[config.mk]
export PLATFORM = sky130hd
export DESIGN_NAME = multicycle_controller_flat
export DESIGN_NICKNAME = d
export VERILOG_FILES = /design/src/rtl/multicycle_controller_if.sv /design/src/rtl/multicycle_controller.sv /design/src/flat_wrapper.sv
export SDC_FILE = /design/constraint.sdc
export NUM_CORES = 1
export LEC_CHECK = 0
export BUFFER_PORTS_ARGS = -buffer_cell sky130_fd_sc_hd__clkbuf_2
export CAP_MARGIN = 25
export CORE_MARGIN = 5
export CORE_UTILIZATION = 42
export DETAILED_ROUTE_END_ITERATION = 16
export PLACE_DENSITY = 0.85
export SYNTH_ARGS = -nofsm -noshare
export SYNTH_HDL_FRONTEND = slang
export SYNTH_SLANG_ARGS = --single-unit
[constraint.sdc]
create_clock -name clk -period 1.7 [get_ports clk]
set_clock_uncertainty 0.05 [all_clocks]
set_input_delay 0.34 -clock clk [delete_from_list [all_inputs] [get_ports clk]]
set_output_delay 0.34 -clock clk [all_outputs]
set_load 0.005 [all_outputs]
[src/rtl/multicycle_controller_if.sv]
// Control bundle between the multicycle controller and its datapath.
// Decode fields and memory status in, enables and mux selects out.
interface multicycle_controller_if;
    logic [6:0] op;
    logic [2:0] funct3;
    logic       funct7b5;
    logic       Zero;
    logic       MemReady;
    logic       PCWrite;
    logic       AdrSrc;
    logic       MemWrite;
    logic       IRWrite;
    logic       RegWrite;
    logic [1:0] ResultSrc;
    logic [1:0] ALUSrcA;
    logic [1:0] ALUSrcB;
    logic [1:0] ImmSrc;
    logic [2:0] ALUControl;
    logic       IllegalOp;
    logic [3:0] State;

    modport master (
        output op, funct3, funct7b5, Zero, MemReady,
        input  PCWrite, AdrSrc, MemWrite, IRWrite, RegWrite,
        input  ResultSrc, ALUSrcA, ALUSrcB, ImmSrc, ALUControl,
        input  IllegalOp, State
    );

    modport slave (
        input  op, funct3, funct7b5, Zero, MemReady,
        output PCWrite, AdrSrc, MemWrite, IRWrite, RegWrite,
        output ResultSrc, ALUSrcA, ALUSrcB, ImmSrc, ALUControl,
        output IllegalOp, State
    );
endinterface

[src/rtl/multicycle_controller.sv]
// Multicycle RISC-V control FSM over a shared instruction/data memory.
// Moore outputs per state, with MemReady stalls in FETCH/MEMREAD/MEMWRITE.
module multicycle_controller (
    input  logic                          clk,
    input  logic                          reset,
    multicycle_controller_if.slave        bus
);
    typedef enum logic [3:0] {
        FETCH    = 4'd0,
        DECODE   = 4'd1,
        MEMADR   = 4'd2,
        MEMREAD  = 4'd3,
        MEMWB    = 4'd4,
        MEMWRITE = 4'd5,
        EXECR    = 4'd6,
        ALUWB    = 4'd7,
        EXECI    = 4'd8,
        JAL      = 4'd9,
        BEQ      = 4'd10
    } state_e;

    localparam logic [6:0] OP_LW   = 7'b0000011;
    localparam logic [6:0] OP_SW   = 7'b0100011;
    localparam logic [6:0] OP_R    = 7'b0110011;
    localparam logic [6:0] OP_I    = 7'b0010011;
    localparam logic [6:0] OP_JAL  = 7'b1101111;
    localparam logic [6:0] OP_BEQ  = 7'b1100011;

    state_e     state_q, state_d;
    logic       pc_w, adr, mem_w, ir_w, reg_w, ill;
    logic [1:0] res_s, src_a, src_b, imm_s;
    logic [2:0] alu_c, alu_fn;

    always_ff @(posedge clk) begin
        if (reset) state_q <= FETCH;
        else       state_q <= state_d;
    end

    always_comb begin
        alu_fn = 3'b000;
        case (bus.funct3)
            3'b000:  alu_fn = (bus.op[5] & bus.funct7b5) ? 3'b001 : 3'b000;
            3'b010:  alu_fn = 3'b101;
            3'b110:  alu_fn = 3'b011;
            3'b111:  alu_fn = 3'b010;
            default: alu_fn = 3'b000;
        endcase
    end

    always_comb begin
        imm_s = 2'b00;
        case (bus.op)
            OP_SW:   imm_s = 2'b01;
            OP_BEQ:  imm_s = 2'b10;
            OP_JAL:  imm_s = 2'b11;
            default: imm_s = 2'b00;
        endcase
    end

    always_comb begin
        state_d = FETCH;
        pc_w    = 1'b0;
        adr     = 1'b0;
        mem_w   = 1'b0;
        ir_w    = 1'b0;
        reg_w   = 1'b0;
        ill     = 1'b0;
        res_s   = 2'b00;
        src_a   = 2'b00;
        src_b   = 2'b00;
        alu_c   = 3'b000;
        case (state_q)
            FETCH: begin
                src_b   = 2'b10;
                res_s   = 2'b10;
                ir_w    = bus.MemReady;
                pc_w    = bus.MemReady;
                state_d = bus.MemReady ? DECODE : FETCH;
            end
            DECODE: begin
                src_a = 2'b01;
                src_b = 2'b01;
                case (bus.op)
                    OP_LW, OP_SW: state_d = MEMADR;
                    OP_R:         state_d = EXECR;
                    OP_I:         state_d = EXECI;
                    OP_JAL:       state_d = JAL;
                    OP_BEQ:       state_d = BEQ;
                    default: begin
                        state_d = FETCH;
                        ill     = 1'b1;
                    end
                endcase
            end
            MEMADR: begin
                src_a   = 2'b10;
                src_b   = 2'b01;
                state_d = bus.op[5] ? MEMWRITE : MEMREAD;
            end
            MEMREAD: begin
                adr     = 1'b1;
                state_d = bus.MemReady ? MEMWB : MEMREAD;
            end
            MEMWB: begin
                res_s = 2'b01;
                reg_w = 1'b1;
            end
            MEMWRITE: begin
                adr     = 1'b1;
                mem_w   = 1'b1;
                state_d = bus.MemReady ? FETCH : MEMWRITE;
            end
            EXECR: begin
                src_a   = 2'b10;
                alu_c   = alu_fn;
                state_d = ALUWB;
            end
            EXECI: begin
                src_a   = 2'b10;
                src_b   = 2'b01;
                alu_c   = alu_fn;
                state_d = ALUWB;
            end
            JAL: begin
                src_a   = 2'b01;
                src_b   = 2'b10;
                pc_w    = 1'b1;
                state_d = ALUWB;
            end
            ALUWB: begin
                reg_w = 1'b1;
            end
            BEQ: begin
                src_a = 2'b10;
                alu_c = 3'b001;
                pc_w  = bus.Zero;
            end
            default: state_d = FETCH;
        endcase
        // Reset overrides every enable so a half-done store cannot commit
        if (reset) begin
            pc_w  = 1'b0;
            mem_w = 1'b0;
            ir_w  = 1'b0;
            reg_w = 1'b0;
            ill   = 1'b0;
        end
    end

    assign bus.PCWrite    = pc_w;
    assign bus.AdrSrc     = adr;
    assign bus.MemWrite   = mem_w;
    assign bus.IRWrite    = ir_w;
    assign bus.RegWrite   = reg_w;
    assign bus.ResultSrc  = res_s;
    assign bus.ALUSrcA    = src_a;
    assign bus.ALUSrcB    = src_b;
    assign bus.ImmSrc     = imm_s;
    assign bus.ALUControl = alu_c;
    assign bus.IllegalOp  = ill;
    assign bus.State      = state_q;
endmodule

[src/flat_wrapper.sv]
// flat-port wrapper written by rule: the top's interface ports become plain ports
module multicycle_controller_flat 
  (clk, reset, bus_op, bus_funct3, bus_funct7b5, bus_Zero, bus_MemReady, bus_PCWrite, bus_AdrSrc, bus_MemWrite, bus_IRWrite, bus_RegWrite, bus_ResultSrc, bus_ALUSrcA, bus_ALUSrcB, bus_ImmSrc, bus_ALUControl, bus_IllegalOp, bus_State);
  multicycle_controller_if bus_i ();
  input  logic clk;
  input  logic reset;
  input wire logic [$bits(bus_i.op)-1:0] bus_op;
  input wire logic [$bits(bus_i.funct3)-1:0] bus_funct3;
  input wire logic [$bits(bus_i.funct7b5)-1:0] bus_funct7b5;
  input wire logic [$bits(bus_i.Zero)-1:0] bus_Zero;
  input wire logic [$bits(bus_i.MemReady)-1:0] bus_MemReady;
  output wire logic [$bits(bus_i.PCWrite)-1:0] bus_PCWrite;
  output wire logic [$bits(bus_i.AdrSrc)-1:0] bus_AdrSrc;
  output wire logic [$bits(bus_i.MemWrite)-1:0] bus_MemWrite;
  output wire logic [$bits(bus_i.IRWrite)-1:0] bus_IRWrite;
  output wire logic [$bits(bus_i.RegWrite)-1:0] bus_RegWrite;
  output wire logic [$bits(bus_i.ResultSrc)-1:0] bus_ResultSrc;
  output wire logic [$bits(bus_i.ALUSrcA)-1:0] bus_ALUSrcA;
  output wire logic [$bits(bus_i.ALUSrcB)-1:0] bus_ALUSrcB;
  output wire logic [$bits(bus_i.ImmSrc)-1:0] bus_ImmSrc;
  output wire logic [$bits(bus_i.ALUControl)-1:0] bus_ALUControl;
  output wire logic [$bits(bus_i.IllegalOp)-1:0] bus_IllegalOp;
  output wire logic [$bits(bus_i.State)-1:0] bus_State;
  assign bus_i.op = bus_op;
  assign bus_i.funct3 = bus_funct3;
  assign bus_i.funct7b5 = bus_funct7b5;
  assign bus_i.Zero = bus_Zero;
  assign bus_i.MemReady = bus_MemReady;
  assign bus_PCWrite = bus_i.PCWrite;
  assign bus_AdrSrc = bus_i.AdrSrc;
  assign bus_MemWrite = bus_i.MemWrite;
  assign bus_IRWrite = bus_i.IRWrite;
  assign bus_RegWrite = bus_i.RegWrite;
  assign bus_ResultSrc = bus_i.ResultSrc;
  assign bus_ALUSrcA = bus_i.ALUSrcA;
  assign bus_ALUSrcB = bus_i.ALUSrcB;
  assign bus_ImmSrc = bus_i.ImmSrc;
  assign bus_ALUControl = bus_i.ALUControl;
  assign bus_IllegalOp = bus_i.IllegalOp;
  assign bus_State = bus_i.State;
  multicycle_controller u_core (.clk(clk), .reset(reset), .bus(bus_i));
endmodule
Word level (Yosys, flattened, before mapping)
Cells that the tools add are included.

Logic and storage cells: 58. Flip-flop bits (word level): 4. Output and inout bits: 21. Input port bits: 15.

Bitwise gates (word level): 1. Equality and inequality tests: 19. Reduce and logical (&&, ||, !) cells: 12. Multiplexer cells: 25.

Operators with widths (number): one-hot mux 4 bit (6 select lines) (1); one-hot mux 4 bit (5 select lines) (1); == test 4 x 3 -> 1 bit, second input constant (4); == test 7 x 6 -> 1 bit, second input constant (2); == test 7 bit, second input constant (2); 2-to-1 mux 1 bit (13); == test 4 bit, second input constant (3); one-hot mux 2 bit (2 select lines) (3); one-hot mux 3 bit (4 select lines) (1); OR reduction 2 bit (6); 2-to-1 mux 3 bit (3); == test 4 x 2 -> 1 bit, second input constant (2); == test 7 x 2 -> 1 bit, second input constant (1); == test 7 x 5 -> 1 bit, second input constant (1); == test 3 bit, second input constant (2); one-hot mux 2 bit (3 select lines) (1); one-hot mux 3 bit (2 select lines) (1); OR reduction 3 bit (2); OR reduction 6 bit (1); == test 4 x 1 -> 1 bit, second input constant (1); logical NOT 4 bit (1); OR reduction 4 bit (1); == test 3 x 2 -> 1 bit, second input constant (1); logical NOT 3 bit (1); 2 further kinds (2).

Longest topological paths before layout
Depth after elaboration: 5. Mapped depth: 6. Gate-level depth less buffers: 4.

Worst setup path after synthesis
Ideal clock, no wire load.

Path type: register to output. From: reg u_core.state_q[2], in the netlist u_core.bus.State[2]. To: out bus_ALUControl[0]. Arrival: 1.224 ns. Path slack: 0.086 ns. Cell stages (with the launch flop): 5. Path buffers: 0. Cell sequence: dfxtp_1 nand2b_2 or2_1 a211o_1 a21oi_1.

Longest elaborated chain between the ends: 3. Elaborated cells on any way between the ends: 5.

Ends and longest elaborated chain: start, declared (RTL line multicycle_controller.sv:29) `state_e state_q, state_d;`; start signal, assigned (RTL line multicycle_controller.sv:36) `else state_q <= state_d;`; == test 4 x 3 -> 1 bit or == test 4 bit (tied branches) (RTL line multicycle_controller.sv:72) `case (state_q)`; OR reduction 2 bit (no line); one-hot mux 3 bit (2 select lines) * (RTL line multicycle_controller.sv:72); end, declared (RTL line flat_wrapper.sv:21) `output wire logic [$bits(bus_i.ALUControl)-1:0] bus_ALUControl;`.

Every way passes the cells marked *; elsewhere a longest branch is shown, timed or not.

Worst setup path in the final report
From: reg u_core.state_q[3], in the netlist u_core.bus.State[3]. To: out bus_ALUControl[2].

Same word-level chain as after synthesis.

==> metrics.cfg <==
[clock_network]
clkTransAtPathRegs_ns = 0.04
cts_sinks = 4
cts_tree = yes
h-tree-depth = 1
insertion_delay_ns = 0.23
cts_root_buffer = clkbuf_4
cts_hold_buf = 0
numCtsBuffers = 3
clk_path_buf_depth = 2

[worst_setup_path]
reg2reg_slack_ns = 0.14
criticalPathCategory = reg -> out
cp_max_fo = 3
crit_arrival_ns = 1.53
end_kind = output pin
reg2reg_to = u_core.bus.State[2]
r2r_start = u_core.bus.State[2]
startpoint_type = register
rr_worst_depth = 6
required_ns = 1.31

[sta]
hold_violations = 0
worst_pin_slew_ns = 0.350
fin_crit_sh_pct = 113
fmax_mhz = 520
finalCriticalPeriod_ns = 1.92
drv_slew = 0
maxSlewHeadroom_pct = 76.6
rsz0062_at_grt = true
worst_slack_ns = -0.223
setup-tns-final_ns = -0.870
setup_viol = 6

[power_and_ir_drop]
power.density_mw_per_mm2 = 305
cellLeakagePower_nw = 0.501
power.switching_w = 0.000103
peakVddDrop_mv = 0.250
p_sw_share_pct = 30.9
internal-power_w = 0.000232
power_frac_comb_pct = 37.7
p_clk_share_pct = 33.4
seq_power_share_pct = 28.8

[synth]
yosysTopAreaCell = dfxtp_1
syn_area_um2 = 626
synth_cell_types = 36
synth_edf_count = 0
ys_async_sr_fraction_pct = 0
synth-compound-area-share_pct = 26.6
netlist_top_cells_area = dfxtp_1 13%, nand2b_1 8.0%, a21oi_1 6.4%, o21ai_0 6.4%, nor2_1 5.4%
synthAdderAreaFrac_pct = 1.60
synth_xor_area_share_pct = 2.80
ys_seq_area_share_pct = 12.8
ys_warn_count = 0
postSynthCellCount = 94
synth_mux_area_share_pct = 0
synth-main-ff-cell = dfxtp_1
synth_top_cells_by_count = 9 x nor2_1, 8 x a21oi_1, 8 x nand2b_1, 8 x o21ai_0, 7 x nand2_1
ys_seq_elements = 4
synthSimpleGateAreaFrac_pct = 47.6
syn-num-nets = 109
yosysMostFrequentCell = nor2_1
synth_top_family_by_area = simple AND/OR/NAND/NOR gates
synth_top_area_share_pct = 12.8
avgSynthCellArea_um2 = 6.66

[drt]
drtIter0Drc = 21
via_count = 909
drcViolationCount = 0
drt.antenna.violating_nets = 0
routed_wl_um = 2550
avgRoutedWirePerCell_um = 15.9
dr.pass1.iters = 5
vias_per_cell = 5.65

[placed_design]
io_buffers = 35
dp_slack_ns = -0.0230
dpl.hpwl_um = 1780
gp_congestion = 0.842
placed_area_um2 = 892

[die]
coreArea_mm2 = 0.00145
die_w_um = 48.6
die_area_mm2 = 0.00236
initial_core_util_pct = 43.0
ioPinCount = 36
die_h_um = 48.6
num_rows = 14

[grt]
antenna_found_initial = 0
grt_pass1_wl_um = 3970
grt_max_degree = 17
grt_pass1_vias = 940
overflow = 0
grt_usage_pct = 20.2

[run]
cap_violations = 0

[layout]
final_cell_area_mm2 = 0.00110
diodes = 0
fin_nets = 162
syn_to_final_growth_pct = 75.4
largest_register_ff_count = 4
final_layout_size_suffix_gt1_share_pct = 55.2

[worst_hold_path]
hp-class = in -> reg
hold_path_startpoint = bus_op[0]
holdPathStages = 3
hold_end = u_core.bus.State[3]

[outcome]
status = finished with violations
violations = negative setup slack

## metrics by stage
step	util [%]	cells	total power, W	hold WS (ns)
3_3_place_gp	61.4	152	0.000206	0.560
5_1_grt	75.5	161	0.000364	0.337
3_5_place_dp	61.4	152	0.000210	0.576
2_1_floorplan	-	94	0.000154	0.430
6_report	75.5	161	0.000335	0.345
4_1_cts	69.1	159	0.000328	0.331
## power groups by stage
stage / Clock [W] / Sequential, W / Combinational, W
finish: 0.000112 / 0.0000965 / 0.000126
global route: 0.000129 / 0.0000967 / 0.000139
CTS: 0.000114 / 0.0000989 / 0.000115
detailed placement: 0 / 0.000101 / 0.000110
global placement: 0 / 0.000100 / 0.000105
floorplan: 0 / 0.0000988 / 0.0000554
## cell type report
| class | instances | area, um2 |
|---|---|---|
| clock buffer | 3 | 22.5 |
| tap | 16 | 20.0 |
| inverter | 6 | 22.5 |
| fill | 107 | 357 |
| sequential | 4 | 92.6 |
| multi-input combinational | 79 | 606 |
| timing repair buffer | 53 | 334 |
## cells in the final DEF, fill, tap and decap left out, types with 2 or more instances in the layout
cell type,n
o21ai_0,7
buf_6,3
nor2_1,9
nand2b_4,5
nor4_4,2
nand2b_1,4
nand2_1,7
a31oi_1,3
clkbuf_4,3
buf_2,9
nor2b_1,4
clkbuf_2,26
a21oi_1,7
nand3_1,2
inv_1,5
a211o_1,2
buf_4,14
dfxtp_4,3
nor3_2,5
## critical path: stages (launching register included)
cell,delay (ns)
dfxtp_4,0.35
nand2b_4,0.14
or2_4,0.23
a211o_1,0.30
nor3_2,0.15
buf_2,0.15
## repair_timing
action,in CTS,in global routing
endpoints found under the setup margin,7,13
pin swaps,4,8
setup buffers,4,2
resized for setup,13,24
gates cloned,0,0
## worst max-delay path by stage
stage                                    from                 to  depth (start not counted)
final                     u_core.bus.State[3]  bus_ALUControl[2]                          5
after global routing      u_core.bus.State[1]        bus_PCWrite                          5
after CTS                 u_core.bus.State[3]  bus_ALUControl[0]                          5
after detailed placement  u_core.bus.State[1]  bus_ALUControl[2]                          5
after global placement    u_core.bus.State[2]        bus_PCWrite                          5
after floorplan           u_core.bus.State[2]  bus_ALUControl[0]                          4
## routing by layer
metal	share of wire (%)	vias to the layer above	GRT usage, %
met1	38	435	19.8
met4	2.7	0	10.8
met5	0	-	0
met2	55	32	40.4
li1	-	434	-
met3	4.1	8	1.53
## cells by family after synthesis
logic type | count (synthesis)
flops | 4
compound gates | 26
simple gates | 50
fa+ha+maj | 1
buf+inv | 11
xor+xnor | 2
Note: power is estimated with default switching activity, not from simulation.
